--- src/rtl/gvp_program_sequencer.sv ---
// gvp_program_sequencer: loads a vector program into the GVP over its
// config bus, then releases the GVP and waits for it to finish.
// Optional feature macro: GVP_SEQ_WATCHDOG_EN adds timeout_cycles and a
// RUN-state watchdog that forces GVP reset and enters ERR on expiry.
module gvp_program_sequencer #(
  parameter int          NUM_VECTORS   = 16,
  parameter int          HOLD_CYCLES   = 4,
  parameter int          SETTLE_CYCLES = 12,
  parameter logic [31:0] CTRL_ADDR     = 32'd1,
  parameter logic [31:0] VSET_ADDR     = 32'd4,
  parameter logic [31:0] VPROG_ADDR    = 32'd3
) (
  input  logic         a_clk,
  input  logic         a_resetn,
  input  logic         start,
  input  logic         abort,
  input  logic [511:0] preset_data,
  input  logic [511:0] s_vec_tdata,
  input  logic         s_vec_tvalid,
  output logic         s_vec_tready,
  input  logic         s_vec_tlast,
  input  logic         gvp_finished,
  input  logic         gvp_reset_state,
  output logic [31:0]  config_addr,
  output logic [511:0] config_data,
  output logic         busy,
  output logic         done,
  output logic         error,
  output logic [7:0]   vec_count
`ifdef GVP_SEQ_WATCHDOG_EN
  ,
  input  logic [31:0]  timeout_cycles
`endif
);

  localparam int CW = $clog2(HOLD_CYCLES + 1);
  localparam int SW = $clog2(SETTLE_CYCLES + 1);
  localparam logic [CW-1:0] HOLD_LAST   = CW'(HOLD_CYCLES);
  localparam logic [SW-1:0] SETTLE_LAST = SW'(SETTLE_CYCLES - 1);
  localparam logic [7:0]    NUM_LIM     = 8'(NUM_VECTORS);

  // ST_FORCE performs the GVP-reset write that precedes a forced exit
  // (abort to IDLE, or watchdog expiry to ERR).
  typedef enum logic [3:0] {
    ST_IDLE, ST_RST, ST_SETTLE, ST_LOAD, ST_PRESET,
    ST_RELEASE, ST_RUN, ST_DONE, ST_ERR, ST_FORCE
  } state_t;

  state_t         state, state_n;
  logic [1:0]     rst_sync;
  logic           rst_n;
  logic           wr_busy;
  logic [CW-1:0]  wr_cnt;
  logic [31:0]    wr_addr, wr_addr_n;
  logic [511:0]   wr_data, wr_data_n;
  logic           wr_start, wr_done;
  logic [SW-1:0]  settle_cnt;
  logic           last_pend, last_n;
  logic           force_err, force_err_n;
  logic           vec_clr, vec_inc;
  logic           abort_hit;
`ifdef GVP_SEQ_WATCHDOG_EN
  logic [31:0]    run_cnt;
`endif

  // Reset synchroniser: assert asynchronously, release two edges later.
  always_ff @(posedge a_clk or negedge a_resetn) begin
    if (!a_resetn) rst_sync <= '0;
    else           rst_sync <= {rst_sync[0], 1'b1};
  end

  assign rst_n   = rst_sync[1];
  // A write spans HOLD_CYCLES presentation cycles plus one gap cycle.
  assign wr_done = wr_busy && (wr_cnt == HOLD_LAST);

  // Output decode: bus driven only during the hold phase of a write.
  always_comb begin
    config_addr  = '0;
    config_data  = '0;
    if (wr_busy && (wr_cnt != HOLD_LAST)) begin
      config_addr = wr_addr;
      config_data = wr_data;
    end
    s_vec_tready = (state == ST_LOAD) && !wr_busy;
    busy         = !((state == ST_IDLE) || (state == ST_DONE) || (state == ST_ERR));
    done         = (state == ST_DONE);
    error        = (state == ST_ERR);
  end

  // Next-state logic and write launch requests; abort takes priority.
  always_comb begin
    state_n     = state;
    wr_start    = 1'b0;
    wr_addr_n   = '0;
    wr_data_n   = '0;
    vec_clr     = 1'b0;
    vec_inc     = 1'b0;
    last_n      = last_pend;
    force_err_n = force_err;
    abort_hit   = abort && (state != ST_IDLE) && (state != ST_FORCE);
    if (abort_hit) begin
      wr_start    = 1'b1;
      wr_addr_n   = CTRL_ADDR;
      wr_data_n   = 512'd1;
      force_err_n = 1'b0;
      last_n      = 1'b0;
      state_n     = ST_FORCE;
    end else begin
      case (state)
        ST_IDLE, ST_DONE, ST_ERR: begin
          if (start) begin
            wr_start  = 1'b1;
            wr_addr_n = CTRL_ADDR;
            wr_data_n = 512'd1;
            vec_clr   = 1'b1;
            last_n    = 1'b0;
            state_n   = ST_RST;
          end
        end
        ST_RST: if (wr_done) state_n = ST_SETTLE;
        ST_SETTLE: if (settle_cnt == SETTLE_LAST) state_n = ST_LOAD;
        ST_LOAD: begin
          if (wr_done && last_pend) begin
            wr_start  = 1'b1;
            wr_addr_n = VSET_ADDR;
            wr_data_n = preset_data;
            last_n    = 1'b0;
            state_n   = ST_PRESET;
          end else if (s_vec_tvalid && s_vec_tready) begin
            if (vec_count == NUM_LIM) begin
              state_n = ST_ERR;
            end else begin
              wr_start  = 1'b1;
              wr_addr_n = VPROG_ADDR;
              wr_data_n = s_vec_tdata;
              vec_inc   = 1'b1;
              last_n    = s_vec_tlast;
            end
          end
        end
        ST_PRESET: begin
          if (wr_done) begin
            wr_start  = 1'b1;
            wr_addr_n = CTRL_ADDR;
            wr_data_n = '0;
            state_n   = ST_RELEASE;
          end
        end
        ST_RELEASE: if (wr_done) state_n = ST_RUN;
        ST_RUN: begin
          if (gvp_finished && !gvp_reset_state) begin
            state_n = ST_DONE;
          end
`ifdef GVP_SEQ_WATCHDOG_EN
          else if ((timeout_cycles != '0) && (run_cnt == timeout_cycles - 32'd1)) begin
            wr_start    = 1'b1;
            wr_addr_n   = CTRL_ADDR;
            wr_data_n   = 512'd1;
            force_err_n = 1'b1;
            state_n     = ST_FORCE;
          end
`endif
        end
        ST_FORCE: begin
          if (abort) force_err_n = 1'b0;
          if (wr_done) state_n = (force_err && !abort) ? ST_ERR : ST_IDLE;
        end
        default: state_n = ST_IDLE;
      endcase
    end
  end

  // State, write engine and counters.
  always_ff @(posedge a_clk or negedge rst_n) begin
    if (!rst_n) begin
      state      <= ST_IDLE;
      wr_busy    <= 1'b0;
      wr_cnt     <= '0;
      wr_addr    <= '0;
      wr_data    <= '0;
      settle_cnt <= '0;
      last_pend  <= 1'b0;
      force_err  <= 1'b0;
      vec_count  <= '0;
    end else begin
      state     <= state_n;
      last_pend <= last_n;
      force_err <= force_err_n;
      if (wr_start) begin
        wr_busy <= 1'b1;
        wr_cnt  <= '0;
        wr_addr <= wr_addr_n;
        wr_data <= wr_data_n;
      end else if (wr_busy) begin
        if (wr_cnt == HOLD_LAST) wr_busy <= 1'b0;
        else                     wr_cnt  <= wr_cnt + 1'b1;
      end
      settle_cnt <= (state == ST_SETTLE) ? settle_cnt + 1'b1 : '0;
      if (vec_clr)                            vec_count <= '0;
      else if (vec_inc && vec_count < NUM_LIM) vec_count <= vec_count + 8'd1;
    end
  end

`ifdef GVP_SEQ_WATCHDOG_EN
  // Watchdog: counts cycles spent in RUN.
  always_ff @(posedge a_clk or negedge rst_n) begin
    if (!rst_n) run_cnt <= '0;
    else        run_cnt <= (state == ST_RUN) ? run_cnt + 32'd1 : '0;
  end
`endif

endmodule

--- config.mk ---
export PLATFORM = sky130hd
export DESIGN_NAME = gvp_program_sequencer
export DESIGN_NICKNAME = d
export VERILOG_FILES = /design/src/rtl/gvp_program_sequencer.sv
export SDC_FILE = /design/constraint.sdc
export NUM_CORES = 1
export LEC_CHECK = 0
export CORE_AREA = 2 2 625 627
export CTS_BUF_LIST = sky130_fd_sc_hd__clkbuf_4
export DETAILED_ROUTE_END_ITERATION = 6
export DIE_AREA = 0 0 627 629
export DONT_BUFFER_PORTS = 1
export GPL_TIMING_DRIVEN = 0
export PLACE_DENSITY = 0.3
export SETUP_SLACK_MARGIN = 0.2
export SYNTH_ARGS = -nofsm -noshare
export SYNTH_HDL_FRONTEND = slang
export SYNTH_SLANG_ARGS = --single-unit
--- constraint.sdc ---
create_clock -name a_clk -period 15.55 [get_ports a_clk]
set_input_delay 1.555 -clock a_clk [delete_from_list [all_inputs] [get_ports a_clk]]
set_output_delay 1.555 -clock a_clk [all_outputs]
set_load 0.02 [all_outputs]
### Yosys cells after proc, flatten, opt, wreduce, memory -nomap -nowiden

Index checks and enable logic that the tools add are counted.

| operators by class | value |
|---|---|
| $lt $le $gt $ge | 1 |
| $add $sub $neg | 3 |
| multiplexer cells | 58 |
| eq/ne operators | 25 |
| reductions and logical operators | 28 |

Operators by type and width:

| cell | count |
|---|---|
| $mux 512 | 5 |
| $pmux 512 s2 | 1 |
| $mux 4 | 13 |
| $mux 32 | 1 |
| $pmux 4 s8 | 1 |
| $mux 1 | 25 |
| $ne 3x3->1 const B | 8 |
| $eq 4x3->1 const B | 4 |
| $mux 8 | 2 |
| $mux 3 | 5 |
| $eq 4x4->1 const B | 3 |
| $logic_and 1x1->1 | 10 |
| $pmux 3 s3 | 1 |
| $reduce_and 9->1 | 1 |
| $add 8x1->8 const B | 1 |
| $eq 4x2->1 const B | 2 |
| $eq 8x5->1 const B | 1 |
| $lt 8x5->1 const B | 1 |
| $ne 4x2->1 const B | 2 |
| $ne 4x4->1 const B | 2 |
| $reduce_bool 2->1 | 4 |
| $add 4x1->4 const B | 1 |
| $eq 4x1->1 const B | 1 |
| $logic_not 1->1 | 4 |
| 13 further kinds | 16 |

| storage, ports and cells | value |
|---|---|
| input port bits | 1,032 |
| word-level logic and storage cells | 125 |
| output and inout bits | 556 |
| bits in registers | 568 |

### Longest topological paths before layout

Gate-level depths: netlist of the first run.

| logic depth | value |
|---|---|
| depth in word-level cells | 10 |
| depth in mapped cells | 9 |
| mapped depth without buffers | 6 |

### Worst setup path before layout of the first run

No wires, ideal clock.

| timing | value |
|---|---|
| path kind | reg-to-output |
| start point | register wr_cnt[0] |
| end point | output config_data[283] |
| data required time | 13,995 ps |
| arrival time | 1,890 ps |
| cell stages (with the launch flop) | 8 |
| path buffers | 3 |
| slack | 12,105 ps |
| path through | dfrtp_1 -> inv_1 -> ha_1 -> a21boi_1 -> clkbuf_1 -> clkbuf_1 -> clkbuf_1 -> and2_1 |

| between the ends | value |
|---|---|
| word-level cells in the longest chain between the ends | 3 |

RTL lines:

| element | RTL line | source |
|---|---|---|
| start: declaration | 53 | `logic [CW-1:0] wr_cnt;` |
| start signal: assignment | 196 | `else wr_cnt <= wr_cnt + 1'b1;` |
| $ne 3x3->1 | 80 | `if (wr_busy && (wr_cnt != HOLD_LAST)) begin` |
| $logic_and 1x1->1 | 80 |  |
| $mux 512 | 80 |  |
| end: declaration | 25 | `output logic [511:0] config_data,` |

No other way between the ends.

### Final worst setup path of the first run

| timing | value |
|---|---|
| start point | register wr_cnt[0] |
| end point | output config_data[376] |

The elaborated chain is that of the path after synthesis.

==> metrics.txt, run 1 <==
Max Clk Rate about 140 MHz; die height 629 um; Worst-Margin Slew between 1000 and 1500 ps; DPL Wire Length between 200000 and 300000 um; largest family of logic cells by synthesized area compound AO/OA/AOI/OAI gates; number of H-tree levels 4; outcome finished with violations; Post-synth EDFFs 0; Critical Path Source Type flip-flop; post-synthesis mux area share 0.00114; Residual DRC 22; Place WS 9150 ps; commonest non-fill, non-tap cell in the layout dfrtp_1; Critical Path Sink Type primary output; Hold Crit Class reg -> reg; PortBufs 0; chip width 627 um; Internal 2.41 mW; Longest Clk Path Bufs 4; CTS Buf Count 189; Flop pwr share 0.340; crit share post-route 0.466; commonest non-fill, non-tap cells in the layout dfrtp_1, and2_1, a22oi_1; #FFs+latches synth 538; DRT Pass-1 Iters 7; Cells after Synth 2632; switching pwr 1.79 mW; clock power share 0.385; first-pass GRT wire length 366000 um; Detailed Route Iter0 Violations 2566; starting density of the core 0.0711; max cap viols 0; P&R area growth vs syn 35.0%; Via density about 3.4; Root Driver clkbuf_4; CP Cell Sequence inv_1 > ha_1 > a21boi_4 > clkbuf_2 > clkbuf_1 > clkbuf_1 > and2_1; Fin Setup TNS 0 ps; vias in the first global route 26.7k; gr usage total 0.149; Synth cell types 57; Final Critical Period between 7000 and 8000 ps; initial antenna violation count 352; clk sink count 538; violated checks antenna violations, design-rule violations; Top Ports 1588; CP max stage cell clkbuf_1; post-synthesis xor/xnor area fraction 0.00191; combinational power share 0.275; RePlAce Congestion a little over 1; post-synthesis async set-or-reset flop share 1.00; Mapped Area 0.0276 mm2; CTS resizes 0; Post-DRT Antenna Nets 2; Synth Area in Simple Gates 0.151; Hold WS 351 ps; Crit Path Class reg -> out; die area between 0.3 and 0.4 mm2; switching share of total power 0.426; grt total ovfl 0; Synth Area in Adders 0.00227; worst-path fanout max 11; Worst EP arrival between 5000 and 6000 ps; Clock transition at path regs 60 ps; layout cells sized above 1 0.136; Leakage 12.5 nW; Routed WL 306000 um; slew margin rel. 0.0957; Setup WS post-layout just over 8000 ps; Core Footprint around 0.39 mm2; CTS tree built; Setup Skew ~120 ps; Critical Path Most Common Cell clkbuf_1; Final nets 3906; worst vdd ir 0.0516 mV; average size of a mapped cell 10.5 um2; clock latency at the later pin of the worst-skew pair roughly 1300 ps; wire per inst roughly 37 um; final setup fails 0; post-synthesis sequential area ratio 0.489; areal power density over the cells approximately 110 mW/mm2; via count 28.0k; CP peak stage delay 1000 ps; final hold viol count 0; RSZ-0062 raised after global routing false; compound-gate portion of the synthesized area 0.300; number of placement rows around 230; Slew Viols, Final 0; largest net degree at the start of global routing 62; yosys warns 0; ys flop type dfrtp_1; Crit path required time 14000 ps; Core Util, Final 0.0959
per-layer routing:
layer  GRT usage  routed length, um
met5           0               1470
met1       0.151             107000
met2       0.251             145000
met3      0.0899              39400
met4      0.0474              12500
timing repair:
item	in CTS	in global routing
endpoints found under the hold margin	2	0
hold buffers	1	0
setup endpoints to repair	0	0
setup buffers	0	0
worst max-delay path, delay by kind of cell (launching register included):
family	cells	cell delay, ps
AO/OA/AOI/OAI	1	410
adder cells (fa/ha/maj)	1	280
buffers and inverters	4	2460
flip-flops	1	390
AND/OR/NAND/NOR	1	810
synthesized netlist by cell type (3+ instances only):
| cell type | number | area, um2 |
|---|---|---|
| a211oi_1 | 3 | 22.5 |
| a21oi_1 | 90 | 450 |
| a22oi_1 | 512 | 3840 |
| and2_1 | 516 | 3230 |
| and4b_1 | 3 | 30.0 |
| buf_1 | 7 | 26.3 |
| buf_2 | 62 | 310 |
| buf_4 | 29 | 218 |
| clkbuf_1 | 243 | 912 |
| dfrtp_1 | 538 | 13500 |
| ha_1 | 5 | 62.6 |
| inv_1 | 9 | 33.8 |
| nand2_1 | 9 | 33.8 |
| nand2b_1 | 3 | 18.8 |
| nand3_1 | 5 | 25.0 |
| nand4_1 | 86 | 538 |
| nor2_1 | 17 | 63.8 |
| nor2b_1 | 5 | 31.3 |
| nor3_1 | 3 | 15.0 |
| o21a_1 | 3 | 22.5 |
| o21ai_0 | 5 | 25.0 |
| o2bb2ai_1 | 427 | 3740 |
| o31ai_1 | 5 | 37.5 |
| or4_1 | 3 | 22.5 |
| xor2_1 | 4 | 35.0 |
path summary, 6_finish.rpt:
kind                       slack [ps]  cells past startpoint                       end                      from
min in group asynchronous         390                      0  wr_data[319]$_DFFE_PN0P_     rst_sync[1]$_DFF_PN0_
min                               350                      0     rst_sync[1]$_DFF_PN0_     rst_sync[0]$_DFF_PN0_
max                              8310                      7          config_data[376]     wr_cnt[0]$_DFFE_PN0P_
max in group asynchronous       12880                      5   wr_data[97]$_DFFE_PN0P_     rst_sync[1]$_DFF_PN0_
max reg2reg                     10640                      9   wr_data[49]$_DFFE_PN0P_  vec_count[0]$_DFFE_PN0P_
min reg2reg                       350                      0     rst_sync[1]$_DFF_PN0_     rst_sync[0]$_DFF_PN0_
cells by family (layout without fill, tap and decap cells):
family	Yosys count	count (layout)
flops	538	538
simple gates	666	666
compound gates	1062	1062
fa+ha+maj	5	5
mux	3	3
buf+inv	350	687
xor+xnor	6	6
other cells	2	154
metrics by stage:
| stage | total power [mW] | std cells | instance area, um2 |
|---|---|---|---|
| 2_1_floorplan | 2.00 | 2660 | 27700 |
| 3_3_place_gp | 2.61 | 7857 | 34200 |
| 3_5_place_dp | 2.65 | 7874 | 34600 |
| 4_1_cts | 4.34 | 8194 | 36900 |
| 5_1_grt | 4.46 | 8233 | 37000 |
| 6_report | 4.20 | 8318 | 37200 |
area by class of cell:
type	instances	area (um2)
diodes	124	310
plain buffers	341	1470
clock buffers	269	2020
clock inverters	50	245
fillers	44900	350000
inverters	9	33.8
multi-input cells	1772	12700
flip-flops and latches	538	13500
well taps	5197	6500
repair buffers	18	423
flip-flops by register name (all words and copies together), names as in the netlist:
register    cells
wr_busy         1
state           4
rst_sync        2
wr_data       512
wr_cnt          3
wr_addr         3
vec_count       8
last_pend       1
settle_cnt      4
power groups by stage:
stage          clock network [mW]  logic, mW  registers [mW]
2_1_floorplan                   0      0.534            1.47
3_3_place_gp                    0       1.13            1.48
3_5_place_dp                    0       1.20            1.45
4_1_cts                      1.72       1.20            1.43
5_1_grt                      1.77       1.25            1.43
6_report                     1.62       1.16            1.43
Power figures use the tool's default switching activity.
==> run 2, diff against run 1 <==
==> constraint.sdc (replaced) <==
create_clock -name a_clk -period 6.3 [get_ports a_clk]
set_input_delay 0.63 -clock a_clk [delete_from_list [all_inputs] [get_ports a_clk]]
set_output_delay 0.63 -clock a_clk [all_outputs]
set_load 0.02 [all_outputs]
==> metrics.txt, run 2 (synthesized netlist as in run 1, its figures left out) <==
Slew Viols, Final 0 (unchanged); Routed WL 317000 um (was 306000 um); number of placement rows 229 (unchanged); Worst-Margin Slew 1350 ps (was 1360 ps); switching share of total power 0.419 (was 0.426); Worst EP arrival 4890 ps (was 5690 ps); DRT Pass-1 Iters 7 (unchanged); max cap viols 0 (unchanged); gr usage total 0.154 (was 0.149); CTS Buf Count 187 (was 189); via count 34.4k (was 28.0k); initial antenna violation count 358 (was 352); Core Util, Final 0.135 (was 0.0959); largest net degree at the start of global routing 63 (was 62); grt total ovfl 0 (unchanged); Leakage 18.9 nW (was 12.5 nW); CP Cell Sequence inv_1 > ha_1 > a21boi_4 > buf_12 > clkbuf_2 > clkbuf_2 > clkbuf_1 > and2_1 (was inv_1 > ha_1 > a21boi_4 > clkbuf_2 > clkbuf_1 > clkbuf_1 > and2_1); final setup fails 0 (unchanged); Post-DRT Antenna Nets 0 (was 2); Critical Path Sink Type primary output (unchanged); Crit path required time 5670 ps (was 14000 ps); R2R setup slack 860 ps (was 10640 ps); Core Footprint 0.388 mm2 (unchanged); Final Cell Area 0.0525 mm2 (was 0.0372 mm2); RSZ-0062 raised after global routing false (unchanged); switching pwr 4.54 mW (was 1.79 mW); Final Critical Period 5520 ps; combinational power share 0.300 (was 0.275); chip width 627 um (unchanged); slew margin rel. 0.103 (was 0.0957); CTS tree built (unchanged); crit share post-route 0.876; clock power share 0.375 (was 0.385); Via density 3.49 (was 3.37); worst-path fanout max 10 (was 11); die area 0.394 mm2 (unchanged); areal power density over the cells 207 mW/mm2 (was 113 mW/mm2); starting density of the core 0.0711 (unchanged); hold path cells 3 (was 0); # Post-CTS Setup Buffers 0 (unchanged); CP peak stage delay 760 ps (was 1000 ps); Residual DRC 0 (was 22); CP max stage cell and2_1 (was clkbuf_1); Crit Path Class reg -> out (unchanged); die height 629 um (unchanged); number of H-tree levels 4 (unchanged); clock latency at the later pin of the worst-skew pair 1290 ps (was 1280 ps); Internal 6.30 mW (was 2.41 mW); Detailed Route Iter0 Violations 2785 (was 2566); R2R depth 11 (was 9); outcome finished, final reports clean (was finished with violations); Flop pwr share 0.325 (was 0.340); Fin Setup TNS 0 ps (unchanged); Hold EP wr_data[5]$_DFFE_PN0P_ (was rst_sync[1]$_DFF_PN0_); Clock transition at path regs 60 ps (about the same); P&R area growth vs syn 90.5% (was 35.0%); RePlAce Congestion 1.02 (was 1.03); FF-to-FF Start vec_count[0]$_DFFE_PN0P_ (unchanged); commonest non-fill, non-tap cell in the layout dlygate4sd3_1 (was dfrtp_1); biggest regs wr_data (512), vec_count (8) (unchanged); vias in the first global route 34.5k (was 26.7k); Final nets 5429 (was 3906); DP Area 0.0346 mm2 (about the same); Hold Crit Class in -> reg (was reg -> reg); Fill cells 44.3k (was 44.9k); Longest Clk Path Bufs 4 (unchanged); worst vdd ir 0.131 mV (was 0.0516 mV); first-pass GRT wire length 393000 um (was 366000 um); Top reg by flops wr_data (unchanged); DPL Wire Length 268000 um (was 269000 um); layout cells sized above 1 0.0927 (was 0.136); Critical Path Most Common Cell clkbuf_2 (was clkbuf_1); Setup Skew 129 ps (was 118 ps); Max Clk Rate 181 MHz; Critical Path Source Type flip-flop (unchanged); PortBufs 0 (unchanged); Top Ports 1588 (unchanged); wire per inst 32.2 um (was 36.8 um); r2r endpoint wr_data[268]$_DFFE_PN0P_ (was wr_data[49]$_DFFE_PN0P_); final hold viol count 0 (unchanged); hold_sp s_vec_tdata[5] (was rst_sync[0]$_DFF_PN0_); commonest non-fill, non-tap cells in the layout dlygate4sd3_1, dfrtp_1, and2_1 (was dfrtp_1, and2_1, a22oi_1); clk sink count 538 (unchanged); max reg flops 512 (unchanged); Root Driver clkbuf_4 (unchanged)
-- run 2: changes by cell type in the layout (fill, tap and decap cells not counted), moves of 3 or more --
cell	before	now
diode_2	124	135
clkbuf_4	269	277
clkinv_2	6	0
and2_1	516	513
and2_2	0	3
dlygate4sd3_1	1	1526
clkinv_1	37	21
-- run 2: timing repair --
| action | in CTS | in global routing |
|---|---|---|
| endpoints found under the hold margin | 526 | 0 |
| resized for setup | 4 | 0 |
| hold buffers | 1526 | 0 |
| endpoints found under the setup margin | 11 | 0 |
-- run 2: worst max-delay path: cells and delay by family, from the launching register on --
family / cells / cell delay (ps)
fa+ha+maj: 1 / 300
simple gates: 1 / 760
flops: 1 / 390
buf+inv: 5 / 1930
compound gates: 1 / 200
-- run 2: worst max path at each step --
stage,start,end,slack (ps)
4_1_cts,wr_cnt[0]$_DFFE_PN0P_,config_data[383],200
5_1_grt,wr_cnt[0]$_DFFE_PN0P_,config_data[386],350
6_report,wr_cnt[0]$_DFFE_PN0P_,config_data[386],780
2_1_floorplan,rst_sync[1]$_DFF_PN0_,last_pend$_DFFE_PN0P_,1070
3_3_place_gp,rst_sync[1]$_DFF_PN0_,wr_data[125]$_DFFE_PN0P_,-2610
3_5_place_dp,wr_cnt[0]$_DFFE_PN0P_,config_data[377],1210
-- run 2: layer usage --
layer  vias to the layer above  wire length [um]  GRT usage
met5                         -              1240    0.00818
met4                       184             13800     0.0523
met3                       965             39200     0.0836
met2                      2320            149000      0.260
met1                     17200            113000      0.162
li1                      13800                 -          -
-- run 2: metrics by stage --
stage / hold slack [ps] / worst slack (ps) / total power [mW] / std cells
after floorplan: 331 / 1070 / 4.93 / 2660
after global placement: 334 / -2610 / 6.43 / 7857
after detailed placement: 334 / 1210 / 6.55 / 7874
after CTS: 4.46 / 204 / 11.2 / 9708
after global routing: 102 / 352 / 11.5 / 9754
final: 281 / 783 / 10.8 / 9843
-- run 2: area by class of cell --
| class | instances | area [um2] | area share |
|---|---|---|---|
| timing repair buffer | 1543 | 15700 | 0.299 |
| sequential | 538 | 13500 | 0.256 |
| multi-input combinational | 1772 | 12700 | 0.242 |
| tap | 5197 | 6500 | 0.124 |
| clock buffer | 277 | 2080 | 0.0396 |
| buffer | 341 | 1480 | 0.0281 |
| antenna | 135 | 338 | 0.00643 |
| clock inverter | 31 | 196 | 0.00374 |
| inverter | 9 | 33.8 | 0.000643 |
-- run 2: power groups by stage --
stage | Clock, mW | Sequential (mW) | Combinational, mW
final | 4.07 | 3.52 | 3.25
after global routing | 4.47 | 3.53 | 3.52
after CTS | 4.31 | 3.52 | 3.36
after detailed placement | 0 | 3.58 | 2.96
after global placement | 0 | 3.66 | 2.77
after floorplan | 0 | 3.62 | 1.32
==> run 3, diff against run 2 <==
--- a/config.mk
+++ b/config.mk
@@ -16,3 +16,4 @@
 export SYNTH_ARGS = -nofsm -noshare
 export SYNTH_HDL_FRONTEND = slang
 export SYNTH_SLANG_ARGS = --single-unit
+export TNS_END_PERCENT = 20
==> metrics.txt, run 3 (synthesized netlist as in run 1, its figures left out) <==
Core Util, Final 0.135 (about the same); crit share post-route 0.877 (was 0.876); Post-DRT Antenna Nets 0 (unchanged); Critical Path Sink Type primary output (unchanged); CTS Buf Count 187 (unchanged); wire per inst 32.2 um (about the same); Top reg by flops wr_data (unchanged); Slew Viols, Final 0 (unchanged); Final Cell Area 0.0525 mm2 (about the same); RePlAce Congestion 1.02 (unchanged); number of placement rows 229 (unchanged); Fill cells 44.3k (about the same); RSZ-0062 raised after global routing false (unchanged); FF-to-FF Start vec_count[0]$_DFFE_PN0P_ (unchanged); via count 34.3k (was 34.4k); layout cells sized above 1 0.0924 (was 0.0927); DPL Wire Length 268000 um (unchanged); Crit Path Class reg -> out (unchanged); Final Critical Period 5530 ps (was 5520 ps); DP Area 0.0346 mm2 (unchanged); vias in the first global route 34.5k (unchanged); largest net degree at the start of global routing 63 (unchanged); clk sink count 538 (unchanged); Routed WL 317000 um (about the same); number of H-tree levels 4 (unchanged); PortBufs 0 (unchanged); Worst-Margin Slew 1350 ps (unchanged); R2R setup slack 860 ps (about the same); final setup fails 0 (unchanged); gr usage total 0.154 (unchanged); Core Footprint 0.388 mm2 (unchanged); Leakage 18.9 nW (about the same); initial antenna violation count 358 (unchanged); first-pass GRT wire length 393000 um (unchanged); Top Ports 1588 (unchanged); areal power density over the cells 207 mW/mm2 (about the same); outcome finished, final reports clean (unchanged); Max Clk Rate 181 MHz (about the same); combinational power share 0.300 (about the same); Worst EP arrival 4900 ps (was 4890 ps); CTS tree built (unchanged); worst vdd ir 0.131 mV (about the same); clock latency at the later pin of the worst-skew pair 1290 ps (about the same); biggest regs wr_data (512), vec_count (8) (unchanged); P&R area growth vs syn 90.5% (about the same); hold_sp s_vec_tdata[5] (unchanged); die height 629 um (unchanged); Setup Skew 132 ps (was 129 ps); R2R depth 11 (unchanged); commonest non-fill, non-tap cell in the layout dlygate4sd3_1 (unchanged); Final nets 5429 (unchanged); Flop pwr share 0.325 (about the same); commonest non-fill, non-tap cells in the layout dlygate4sd3_1, dfrtp_1, and2_1 (unchanged); Hold EP wr_data[5]$_DFFE_PN0P_ (unchanged); clock power share 0.375 (about the same); Via density 3.49 (about the same); worst-path fanout max 10 (unchanged); Critical Path Source Type flip-flop (unchanged); max cap viols 0 (unchanged); r2r endpoint wr_data[268]$_DFFE_PN0P_ (unchanged); grt total ovfl 0 (unchanged); die area 0.394 mm2 (unchanged); switching share of total power 0.419 (about the same); Hold Crit Class in -> reg (unchanged); chip width 627 um (unchanged); slew margin rel. 0.103 (unchanged); Internal 6.30 mW (about the same); starting density of the core 0.0711 (unchanged); Root Driver clkbuf_4 (unchanged); Detailed Route Iter0 Violations 2785 (unchanged); Fin Setup TNS 0 ps (unchanged); DRT Pass-1 Iters 7 (unchanged); Crit path required time 5670 ps (about the same); switching pwr 4.54 mW (about the same); Longest Clk Path Bufs 4 (unchanged); max reg flops 512 (unchanged); Clock transition at path regs 60 ps (about the same); hold path cells 3 (unchanged); Residual DRC 0 (unchanged); final hold viol count 0 (unchanged)
## run 3: changes by cell type in the layout (fill, tap and decap cells not counted), sizes merged
cell	before	now
diode	135	133
## run 3: worst max-delay path: stages, from the launching register on
cell and delay (ps):
dfrtp_1 390, inv_1 60, ha_1 300, a21boi_4 200, buf_12 190, clkbuf_2 420, buf_16 200, clkbuf_1 540
clkbuf_1 570, and2_1 690
## run 3: worst max path at each step
| stage | cells past startpoint | end | startpoint | slack (ps) |
|---|---|---|---|---|
| 2_1_floorplan | 0 | last_pend$_DFFE_PN0P_ | rst_sync[1]$_DFF_PN0_ | 1070 |
| 3_3_place_gp | 0 | wr_data[125]$_DFFE_PN0P_ | rst_sync[1]$_DFF_PN0_ | -2610 |
| 3_5_place_dp | 9 | config_data[377] | wr_cnt[0]$_DFFE_PN0P_ | 1210 |
| 4_1_cts | 9 | config_data[369] | wr_cnt[0]$_DFFE_PN0P_ | 180 |
| 5_1_grt | 9 | config_data[369] | wr_cnt[0]$_DFFE_PN0P_ | 260 |
| 6_report | 9 | config_data[369] | wr_cnt[0]$_DFFE_PN0P_ | 770 |
## run 3: power by group through the flow
| stage | combinational (mW) | sequential [mW] | clock [mW] |
|---|---|---|---|
| final | 3.25 | 3.52 | 4.07 |
| after floorplan | 1.32 | 3.62 | 0 |
| after global placement | 2.77 | 3.66 | 0 |
| after detailed placement | 2.96 | 3.58 | 0 |
| after global routing | 3.52 | 3.53 | 4.47 |
| after CTS | 3.36 | 3.52 | 4.31 |
## run 3: cell type report
class,instances,area [um2],area share
Inverter,9,33.8,0.000643
Buffer,341,1480,0.0281
Sequential cell,538,13500,0.257
Tap cell,5197,6500,0.124
Clock buffer,277,2080,0.0396
Multi-Input combinational cell,1772,12700,0.242
Clock inverter,31,196,0.00374
Antenna cell,133,333,0.00634
Timing Repair Buffer,1543,15700,0.299
## run 3: repair_timing
item	in CTS	in global routing
setup buffers	0	0
endpoints found under the hold margin	526	0
endpoints found under the setup margin	11	0
resized for setup	3	0
hold buffers	1526	0
## run 3: per-layer routing
layer / wire, um / GRT usage / up-vias
met5: 1300 / 0.00818 / -
met2: 149000 / 0.260 / 2309
met1: 113000 / 0.162 / 17100
li1: - / - / 13800
met4: 13800 / 0.0523 / 186
met3: 39100 / 0.0836 / 969
## run 3: stage by stage
step	hold WS [ps]	instances	total power, mW	setup WS [ps]
6_report	281	9841	10.8	773
5_1_grt	102	9754	11.5	260
4_1_cts	4.46	9708	11.2	178
3_5_place_dp	334	7874	6.55	1210
3_3_place_gp	334	7857	6.43	-2610
2_1_floorplan	331	2660	4.93	1070
